[src/rtl/pci_bus_arbiter.sv]
// Round-robin PCI bus arbiter with bus parking, hidden arbitration
// and revocation of unused grants.
module pci_bus_arbiter #(
  parameter int NUM_MASTERS = 4,
  parameter int PARK_MASTER = 0,
  parameter int GNT_TIMEOUT = 16
) (
  input  logic                           clk,
  input  logic                           reset,
  input  logic [NUM_MASTERS-1:0]         req_,
  input  logic                           FRAME_,
  input  logic                           IRDY_,
  output logic [NUM_MASTERS-1:0]         gnt_,
  output logic [$clog2(NUM_MASTERS)-1:0] owner,
  output logic                           bus_busy
);

  localparam int IW = $clog2(NUM_MASTERS);
  localparam int CW = $clog2(GNT_TIMEOUT + 1);

  typedef enum logic [1:0] {
    GAP,
    GRANT,
    ACTIVE
  } state_t;

  state_t                 state_q, state_d;
  logic [NUM_MASTERS-1:0] gnt_q, gnt_d;
  logic [IW-1:0]          owner_q, owner_d;
  logic [IW-1:0]          rr_q, rr_d;
  logic                   busy_q, busy_d;
  logic [CW-1:0]          cnt_q, cnt_d;
  logic                   frame_q;

  logic                   frame_n, irdy_n;
  logic                   bus_idle, start;
  logic [IW-1:0]          winner;
  logic [NUM_MASTERS-1:0] own_oh, win_oh;
  logic                   own_req, other_req;

  // Undriven or unknown bus lines count as deasserted.
  assign frame_n  = (FRAME_ !== 1'b0);
  assign irdy_n   = (IRDY_ !== 1'b0);
  assign bus_idle = frame_n & irdy_n;
  assign start    = ~frame_n & frame_q;

  assign own_oh    = {{(NUM_MASTERS-1){1'b0}}, 1'b1} << owner_q;
  assign win_oh    = {{(NUM_MASTERS-1){1'b0}}, 1'b1} << winner;
  assign own_req   = ~req_[owner_q];
  assign other_req = |(~req_ & ~own_oh);

  always_comb begin
    logic          found;
    logic [IW-1:0] idx;
    winner = IW'(PARK_MASTER);
    found  = 1'b0;
    idx    = '0;
    for (int i = 1; i <= NUM_MASTERS; i++) begin
      idx = IW'((int'(rr_q) + i) % NUM_MASTERS);
      if (!found && !req_[idx]) begin
        winner = idx;
        found  = 1'b1;
      end
    end
  end

  always_comb begin
    state_d = state_q;
    gnt_d   = gnt_q;
    owner_d = owner_q;
    rr_d    = rr_q;
    busy_d  = busy_q;
    cnt_d   = cnt_q;
    unique case (state_q)
      GAP: begin
        state_d = GRANT;
        gnt_d   = ~win_oh;
        owner_d = winner;
        cnt_d   = '0;
      end
      GRANT: begin
        if (start) begin
          state_d = ACTIVE;
          busy_d  = 1'b1;
          rr_d    = owner_q;
        end else if (!own_req && other_req) begin
          state_d = GAP;
          gnt_d   = '1;
        end else if (own_req && bus_idle) begin
          cnt_d = cnt_q + CW'(1);
          if (cnt_d == CW'(GNT_TIMEOUT)) begin
            state_d = GAP;
            gnt_d   = '1;
            rr_d    = owner_q;
          end
        end
      end
      ACTIVE: begin
        if (bus_idle) begin
          state_d = GAP;
          busy_d  = 1'b0;
          gnt_d   = '1;
        end else if (other_req) begin
          gnt_d = '1;
        end
      end
      default: begin
        state_d = GAP;
        gnt_d   = '1;
      end
    endcase
  end

  always_ff @(posedge clk) begin
    frame_q <= frame_n;
    if (reset) begin
      state_q <= GAP;
      gnt_q   <= '1;
      owner_q <= IW'(PARK_MASTER);
      rr_q    <= IW'(PARK_MASTER);
      busy_q  <= 1'b0;
      cnt_q   <= '0;
    end else begin
      state_q <= state_d;
      gnt_q   <= gnt_d;
      owner_q <= owner_d;
      rr_q    <= rr_d;
      busy_q  <= busy_d;
      cnt_q   <= cnt_d;
    end
  end

  assign gnt_     = gnt_q;
  assign owner    = owner_q;
  assign bus_busy = busy_q;

endmodule

[config.mk]
export PLATFORM = sky130hd
export DESIGN_NAME = pci_bus_arbiter
export DESIGN_NICKNAME = d
export VERILOG_FILES = /design/src/rtl/pci_bus_arbiter.sv
export SDC_FILE = /design/constraint.sdc
export NUM_CORES = 1
export LEC_CHECK = 0
export ABC_AREA = 1
export CORE_MARGIN = 2
export CORE_UTILIZATION = 45
export CTS_BUF_LIST = sky130_fd_sc_hd__clkbuf_4 sky130_fd_sc_hd__clkbuf_8 sky130_fd_sc_hd__clkbuf_16
export CTS_CLUSTER_DIAMETER = 50
export DETAILED_ROUTE_END_ITERATION = 10
export GPL_TIMING_DRIVEN = 1
export PLACE_DENSITY = 0.8
export RECOVER_POWER = 50
export SYNTH_ARGS = -nofsm -noshare
export SYNTH_HDL_FRONTEND = slang
export SYNTH_SLANG_ARGS = --single-unit
[constraint.sdc]
create_clock -name clk -period 1.45 [get_ports clk]
set_clock_uncertainty 0.05 [all_clocks]
set_input_delay 0.3625 -clock clk [delete_from_list [all_inputs] [get_ports clk]]
set_output_delay 0.3625 -clock clk [all_outputs]
set_load 0.05 [all_outputs]
==> results.toml <==
[status]
status = "complete, but fails checks"
violations = "setup timing"

[die]
floorplan.die_area_sq_um = 3020
start_util = 0.472
die_h_um = 55.0
floorplan.io_pins = 15
die_w_um = 55.0
placementRows = 18
coreArea_sq_um = 2480

[clocking]
later_pin_clock_latency_in_the_skew_report_ns = 0.31
tritoncts_clock_tree = "yes"
clock_path_buffers = 2
cts.sink_count = 17
cts-root-buf = "clkbuf_4"
worst_setup_hold_path_clk_slew_ns = 0.13
cts.htree.levels = 1
cts_buffers = 3

[cells_and_area]
layout_common_cells = "48 x nand2_1, 31 x buf_4, 18 x nand2_2"
nets = 256
area_growth_pct = 66.1
post_route_cells_drive_above_1_share = 0.512
mostFrequentLayoutCell = "nand2_1"
diodes = 0
post_layout_nonfiller_instances = 276

[route]
drt_drc_violations_left = 0
wl_um = 4340
drt-vias-per-instance = 5.77
wl_per_cell_um = 15.7
number_of_nets_still_failing_antenna_checks_after_routing = 0
route.vias.total = 1592
drtIter0Drc = 69
detailedRoute.firstPassIterationCount = 5

[synth]
ys_types = 22
seq_area_frac_synth = 0.291
syn-instance-count = 197
syn-mean-instance-area_sq_um = 5.93
syn_nets = 206
syn_area_sq_um = 1170
ys_warn_count = 0
ys_ff_latch = 17

[critical_path]
path_class = "reg -> reg"
longest_individual_stage_delay_on_the_worst_path_ns = 0.43
cp_cell_sequence = "inv_2 > nand3_1 > nand2_2 > nor2_4 > buf_4 > nand4_1 > a21oi_1 > nor2_1"
worst_setup_path_end_kind = "flip-flop"
crit_path_top_delay_cell = "dfxtp_4"
setup.worst_path.start_class = "flip-flop"
cp_data_required_time_ns = 1.59
highest_fanout_seen_on_the_critical_path = 8
worst-endpoint-arrival_ns = 1.82

[grt]
grtUsageTotal = 0.252
globalRouteMet2Util = 0.440
antenna_found_initial = 0
most_congested_layer_reported_by_global_routing = "met2"
globalRouteMet3Util = 0.0457
grt_overflow_total = 0
grt_start_max_net_pins = 12
via_count_of_the_first_global_routing_pass = 1288
grt_pass1_wl_um = 5420
grtUsageMet1 = 0.303

[placed_design]
dp.final_hpwl_um = 2190
gp_routability_congestion = 0.900
place.port_buffers = 14
dp_slack_ns = -0.590
placed_cells_incl_taps = 260

[sta]
achievable-frequency_mhz = 596
timing_hold_violations_final = 0
setup_viols_final = 14
grt_setup_unrepaired = "yes"
final_min_period_over_clock_period = 1.16
max-slew-margin-rel = 0.814
max_slew.worst_pin.slew_ns = 0.280
crit_path_setup_slack_layout_ns = -0.229
period_needed_ns = 1.68
slew_viol_final = 0

[power_and_ir_drop]
power.density_cell_area_nw_per_um2 = 815
total_leakage_power_nw = 0.926
max-vdd-ir-drop_uv = 687

[run]
drv_cap = 0

[min_path]
timing.hold.worst.class = "in -> reg"
==> where the power goes <==
part | internal, W | switching (W)
Clock | 0.000103 | 0.000174
Combinational | 0.000296 | 0.000451
Sequential | 0.000505 | 0.0000522
==> critical path: cells and delay by family (launching register included) <==
family / cells / cell delay (ns)
simple gates: 5 / 0.61
compound gates: 1 / 0.25
flops: 1 / 0.43
buf+inv: 2 / 0.21
==> synthesized netlist by cell type, drive strengths merged <==
| master | count | area, sq um |
|---|---|---|
| o21ai | 5 | 28.8 |
| nand3 | 23 | 120 |
| nand2 | 80 | 325 |
| buf | 3 | 23.8 |
| nand4 | 2 | 12.5 |
| a21oi | 18 | 90.1 |
| ha | 1 | 12.5 |
| a31oi | 1 | 6.26 |
| o21bai | 2 | 15.0 |
| nor2 | 20 | 100 |
| dfxtp | 17 | 340 |
| inv | 24 | 90.1 |
| clkbuf | 1 | 3.75 |
==> routing by layer <==
| layer | routed length, um | vias to the layer above | share of wire |
|---|---|---|---|
| met5 | 0 | - | 0 |
| met4 | 182 | 0 | 0.042 |
| met3 | 339 | 24 | 0.078 |
| met2 | 2130 | 106 | 0.49 |
| met1 | 1690 | 734 | 0.39 |
| li1 | - | 728 | - |
==> registers in the layout, indices dropped and copies added, names as in the netlist <==
name / flops
rr_q: 2
state_q: 2
bus_busy: 1
frame_q: 1
cnt_q: 5
gnt_: 4
owner: 2
==> layout make-up <==
cell class / instances / area [sq um]
clock buffer: 3 / 22.5
clock inverter: 1 / 5.00
fill: 157 / 537
inverter: 24 / 103
multi-input combinational: 152 / 971
sequential: 17 / 362
tap: 30 / 37.5
timing repair buffer: 49 / 440
==> worst paths after layout <==
check	startpoint	end	slack [ns]	cells past startpoint
setup / recovery	owner[0]	rr_q[1]	-0.23	8
hold / removal	FRAME_	frame_q	0.29	1
setup reg to reg	owner[0]	rr_q[1]	-0.23	8
hold reg to reg	gnt_[2]	gnt_[2]	0.43	2
==> through the flow <==
| step | TNS (ns) | hold WS [ns] | power [W] | instance area (sq um) | util |
|---|---|---|---|---|---|
| 5_1_grt | -2.91 | 0.296 | 0.00166 | 1940 | 0.783 |
| 2_1_floorplan | -0.220 | 0.340 | 0.000932 | 1190 | - |
| 4_1_cts | -0.477 | 0.293 | 0.00146 | 1730 | 0.699 |
| 3_5_place_dp | -5.96 | 0.423 | 0.00118 | 1580 | 0.637 |
| 3_3_place_gp | -5.59 | 0.412 | 0.00117 | 1580 | 0.637 |
| 6_report | -1.91 | 0.288 | 0.00158 | 1940 | 0.783 |
==> cells by family (layout without fill, tap and decap cells) <==
logic type	after synthesis	after routing	synth area share
compound gates	26	26	0.120
buf+inv	28	77	0.101
fa+ha+maj	1	1	0.0107
simple gates	125	125	0.478
flops	17	17	0.291
==> repair_timing <==
item	in CTS	in global routing
setup buffers	8	5
gates resized for setup	30	58
hold buffers	0	0
endpoints found under the setup margin	14	15
pin swaps	12	33
Note: power is estimated with default switching activity, not from simulation.
